$ cat config.mk
export PLATFORM = sky130hd
export DESIGN_NAME = mcs4_phase_gen
export DESIGN_NICKNAME = d
export VERILOG_FILES = /design/src/rtl/mcs4_phase_gen.sv
export SDC_FILE = /design/constraint.sdc
export NUM_CORES = 1
export LEC_CHECK = 0
export BUFFER_PORTS_ARGS = -buffer_cell sky130_fd_sc_hd__buf_4
export CAP_MARGIN = 10
export CORE_AREA = 2 2 39 41
export DETAILED_ROUTE_END_ITERATION = 10
export DIE_AREA = 0 0 41 43
export GPL_TIMING_DRIVEN = 0
export HOLD_SLACK_MARGIN = 0.12
export PLACE_DENSITY = 0.88
export SETUP_SLACK_MARGIN = 0.02
export SYNTH_ARGS = -nofsm -noshare
export SYNTH_HDL_FRONTEND = slang
export SYNTH_SLANG_ARGS = --single-unit
$ cat constraint.sdc
create_clock -name clk_i -period 2.8 [get_ports clk_i]
set_clock_uncertainty 0.05 [all_clocks]
set_input_delay 0.28 -clock clk_i [delete_from_list [all_inputs] [get_ports clk_i]]
set_output_delay 0.28 -clock clk_i [all_outputs]
set_load 0.02 [all_outputs]
$ cat src/rtl/mcs4_phase_gen.sv
// Two-phase non-overlapping clock generator for the MCS-4 bus with subcycle
// tracking, SYNC generation, run/stop at instruction boundaries and single-step.
module mcs4_phase_gen #(
    parameter int unsigned PERIOD     = 7,
    parameter int unsigned PHI1_W     = 2,
    parameter int unsigned PHI2_START = 4,
    parameter int unsigned PHI2_W     = 2,
    parameter int unsigned SUBCYCLES  = 8,
    parameter int unsigned SYNC_SUB   = 7,
    localparam int unsigned CNT_W     = (PERIOD > 1) ? $clog2(PERIOD) : 1,
    localparam int unsigned SUB_W     = (SUBCYCLES > 1) ? $clog2(SUBCYCLES) : 1
) (
    input  logic             clk_i,
    input  logic             rst_ni,
    input  logic             run_i,
    input  logic             step_i,
    output logic             PHI1_o,
    output logic             PHI2_o,
    output logic             SYNC_o,
    output logic [SUB_W-1:0] subcycle_o,
    output logic             cycle_start_o,
    output logic             running_o
);

    // Parameter sanity: both phases present with at least one gap clock around each.
    if (PHI1_W < 1 || PHI2_W < 1) begin : g_bad_width
        $fatal(1, "mcs4_phase_gen: PHI1_W and PHI2_W must be >= 1");
    end
    if (PHI2_START < PHI1_W + 1) begin : g_bad_phi2_start
        $fatal(1, "mcs4_phase_gen: PHI2_START must be >= PHI1_W+1");
    end
    if (PHI2_START + PHI2_W + 1 > PERIOD) begin : g_bad_phi2_end
        $fatal(1, "mcs4_phase_gen: PHI2_START+PHI2_W must be <= PERIOD-1");
    end
    if (SYNC_SUB + 1 > SUBCYCLES) begin : g_bad_sync
        $fatal(1, "mcs4_phase_gen: SYNC_SUB must be < SUBCYCLES");
    end

    typedef enum logic [1:0] {
        ST_STOPPED  = 2'd0,
        ST_RUNNING  = 2'd1,
        ST_STEPPING = 2'd2
    } state_e;

    state_e           state_q, state_d;
    logic [CNT_W-1:0] cnt_q, cnt_d;
    logic [SUB_W-1:0] sub_q, sub_d;

    logic             phi1_q, phi1_d;
    logic             phi2_q, phi2_d;
    logic             sync_q, sync_d;
    logic             cstart_q, cstart_d;
    logic             active_q, active_d;
    logic [SUB_W-1:0] subcycle_q;

    logic last_cnt;
    logic boundary;

    assign last_cnt = (cnt_q == CNT_W'(PERIOD - 1));
    assign boundary = last_cnt && (sub_q == SUB_W'(SUBCYCLES - 1));

    // Next-state and counter update; run_i only matters at the instruction boundary.
    always_comb begin
        state_d = state_q;
        cnt_d   = cnt_q;
        sub_d   = sub_q;
        case (state_q)
            ST_STOPPED: begin
                cnt_d = '0;
                sub_d = '0;
                if (run_i) begin
                    state_d = ST_RUNNING;
                end else if (step_i) begin
                    state_d = ST_STEPPING;
                end
            end
            ST_RUNNING, ST_STEPPING: begin
                if (last_cnt) begin
                    cnt_d = '0;
                    if (boundary) begin
                        sub_d   = '0;
                        state_d = run_i ? ST_RUNNING : ST_STOPPED;
                    end else begin
                        sub_d = sub_q + SUB_W'(1);
                    end
                end else begin
                    cnt_d = cnt_q + CNT_W'(1);
                end
            end
            default: begin
                state_d = ST_STOPPED;
                cnt_d   = '0;
                sub_d   = '0;
            end
        endcase
    end

    // Output decode from the values about to be loaded, so outputs align with the counters.
    always_comb begin
        active_d = (state_d != ST_STOPPED);
        phi1_d   = active_d && (32'(cnt_d) < PHI1_W);
        phi2_d   = active_d && (32'(cnt_d) >= PHI2_START) && (32'(cnt_d) < PHI2_START + PHI2_W);
        sync_d   = active_d && (32'(sub_d) == SYNC_SUB);
        cstart_d = active_d && (cnt_d == '0) && (sub_d == '0);
    end

    always_ff @(posedge clk_i or negedge rst_ni) begin
        if (!rst_ni) begin
            state_q    <= ST_STOPPED;
            cnt_q      <= '0;
            sub_q      <= '0;
            phi1_q     <= 1'b0;
            phi2_q     <= 1'b0;
            sync_q     <= 1'b0;
            cstart_q   <= 1'b0;
            active_q   <= 1'b0;
            subcycle_q <= '0;
        end else begin
            state_q    <= state_d;
            cnt_q      <= cnt_d;
            sub_q      <= sub_d;
            phi1_q     <= phi1_d;
            phi2_q     <= phi2_d;
            sync_q     <= sync_d;
            cstart_q   <= cstart_d;
            active_q   <= active_d;
            subcycle_q <= sub_d;
        end
    end

    assign PHI1_o        = phi1_q;
    assign PHI2_o        = phi2_q;
    assign SYNC_o        = sync_q;
    assign cycle_start_o = cstart_q;
    assign running_o     = active_q;
    assign subcycle_o    = subcycle_q;

endmodule

==> impl_metrics.ini <==
[clock_tree]
clkLatencyLatePin_ps = 280
cts_resized = 0
clock_path_buffers = 2
tritoncts = done
clkTransAtPathRegs_ps = 80
clock-sinks = 13
cts_root_buffer = clkbuf_4
htreeDepth = 1
numCtsBuffers = 3

[timing]
worstMarginPinSlew_ps = 427
period_needed_ps = 1940
final_hold_viol_count = 0
rsz0062_at_grt = false
min_period_over_period_pct = 69.4
finalSetupViolations = 0
setup_tns_ps = 0
drv_slew = 0
relSlewSlack_pct = 71.6
fmax_mhz = 515

[worst_setup_path]
cp-end-kind = register
reg2reg_slack_ps = 860
required_ps = 2960
rr_startpoint = subcycle_o[0]$_DFF_PN0_
critPathLaunchType = register
r2r-end = PHI2_o$_DFF_PN0_
ff2ff_path_depth = 6
startpoint = subcycle_o[0]$_DFF_PN0_
cp-endpoint = PHI2_o$_DFF_PN0_
worstSetupPathType = reg -> reg
arrival_ps = 2100
path_max_fanout = 8

[yosys]
synth.top_cells.by_area = dfrtp_1 (44%), ha_1 (6.8%), mux2i_1 (5.4%)
syn_area_per_cell_um2 = 10.1
yosysMostFrequentCell = dfrtp_1
synth-seq-cells = 13
synth_cell_types = 28
ys.warnings.count = 0
syn_inst = 73
seq_area_frac_synth_pct = 44.1
synthTopCellsByCount = dfrtp_1 (13), nor2_1 (7), nand2_1 (6)
netlist_area_um2 = 738
synth_top_area_share_pct = 44.1
synth_enable_flop_cells = 0
synth_top_flop_cell = dfrtp_1
synth_top_cell_by_area = dfrtp_1
synth_nets = 81
async_reset_ff_share_pct = 100

[global_routing]
grt_overflow = 0
first_global_vias = 510
grt_pass1_wl_um = 2040
grt_usage_pct = 17.1
grt_max_degree = 14
antenna_found_initial = 0

[die]
rows = 14
die-area_mm2 = 0.00176
die_h_um = 43
core-area_mm2 = 0.00138
initial_core_util_pct = 53.3
die_x_um = 41
ios = 12

[finish]
nFillCells = 114
final_nets = 98
finish.instance_area_um2 = 877
syn2layout_area_growth_pct = 18.8
antenna_cells = 0
drive_gt1_share_pct = 25.8

[route]
routedWlPerCell_um = 11.8
finalWirelength_um = 1240
postRouteAntennaNets = 0
dr_total_vias = 553
drc = 0
first_iter_violations = 5
drt_pass1_iterations = 2
viasPerCell = 5.27

[place]
port_buffers = 11
place_area_um2 = 841
gp_congestion = 0.773
dp_hpwl_um = 926

[worst_hold_path]
hold_class = in -> reg

[power_and_ir_drop]
power.density_mw_per_mm2 = 357
p_leak_uw = 0.000434
irDropWorstVdd_v = 0.000215

[status]
status = complete, no violations

[job]
max_cap_viol_count = 0
==> worst max-delay path, cell delays in order (launching register included) <==
cell     delay, ps
dfrtp_1        470
ha_1           240
ha_1           220
and4b_2        250
mux2i_1        130
o221a_2        320
nor3b_2        190
==> kinds of logic after synthesis <==
group                    synth area share (%)
AND/OR/NAND/NOR                          26.8
flip-flops                               44.1
AO/OA/AOI/OAI                            9.49
buffers and inverters                    6.27
multiplexers                             5.42
adder cells (fa/ha/maj)                  6.78
XOR/XNOR                                 1.19
==> how the worst min path moves through the flow <==
stage	startpoint	endpoint	slack, ps	cells past startpoint
4_1_cts	run_i	state_q[1]$_DFF_PN0_	300	3
6_report	run_i	state_q[1]$_DFF_PN0_	300	3
3_3_place_gp	rst_ni	running_o$_DFF_PN0_	80	1
3_5_place_dp	rst_ni	running_o$_DFF_PN0_	80	1
2_1_floorplan	rst_ni	PHI1_o$_DFF_PN0_	-70	0
5_1_grt	run_i	state_q[1]$_DFF_PN0_	320	3
==> layer usage <==
layer | routed length (µm) | global-route usage (%) | part of all wire, %
met5 | 0 | 0 | 0
met4 | 25 | 10.0 | 2.0
met3 | 35 | 3.14 | 2.8
met2 | 621 | 25.3 | 50
met1 | 557 | 22.1 | 45
==> stage by stage <==
step                total power, µW  util, %  hold WS, ps  worst slack [ps]  cells
floorplan                       192        -        -65.6               924     73
global placement                199     60.8         79.3               905    100
detailed placement              200     60.8         81.0               878    100
CTS                             316     63.4          300               851    105
global route                    325     63.4          320               753    105
finish                          313     63.4          302               857    105
==> flip-flops by register name, indices dropped and copies added (netlist names) <==
| name | flops |
|---|---|
| SYNC_o | 1 |
| cycle_start_o | 1 |
| PHI2_o | 1 |
| state_q | 2 |
| PHI1_o | 1 |
| running_o | 1 |
| subcycle_o | 3 |
| cnt_q | 3 |
==> timing repair <==
action,in CTS,in global routing
setup buffers,0,0
hold endpoints to repair,13,0
hold buffers,1,0
==> cells in the final DEF, fill, tap and decap left out <==
| cell | count |
|---|---|
| nand2b_1 | 4 |
| clkbuf_4 | 3 |
| nor2b_1 | 3 |
| a31oi_1 | 1 |
| o221a_2 | 1 |
| dlygate4sd3_1 | 1 |
| nand3b_1 | 1 |
| mux2i_1 | 4 |
| nand2_1 | 6 |
| a21oi_1 | 3 |
| o21ai_0 | 2 |
| a21oi_2 | 1 |
| buf_2 | 1 |
| nand3b_4 | 1 |
| clkbuf_1 | 2 |
| ha_1 | 4 |
| a211o_1 | 1 |
| xor2_1 | 1 |
| nor3_1 | 3 |
| and4b_2 | 1 |
| o32a_1 | 1 |
| or3_1 | 1 |
| nor2_1 | 7 |
| and2_1 | 2 |
| buf_6 | 1 |
| buf_4 | 12 |
| inv_1 | 5 |
| nor3b_2 | 2 |
| dfrtp_1 | 13 |
| or2b_1 | 1 |
==> final cells by class <==
cell class	instances	area (µm²)	area share (%)
Buffer	4	27.5	3.14
Timing Repair Buffer	12	92.6	10.6
Clock buffer	4	26.3	3.00
Sequential cell	13	325	37.1
Multi-Input combinational cell	51	367	41.8
Tap cell	16	20.0	2.28
Inverter	5	18.8	2.14
==> report_power, final <==
group | switching [µW] | internal, µW
registers | 0 | 188
clock network | 61.1 | 55.4
logic | 5.15 | 4.16
total | 66.2 | 247
Note: power is estimated with default switching activity, not from simulation.
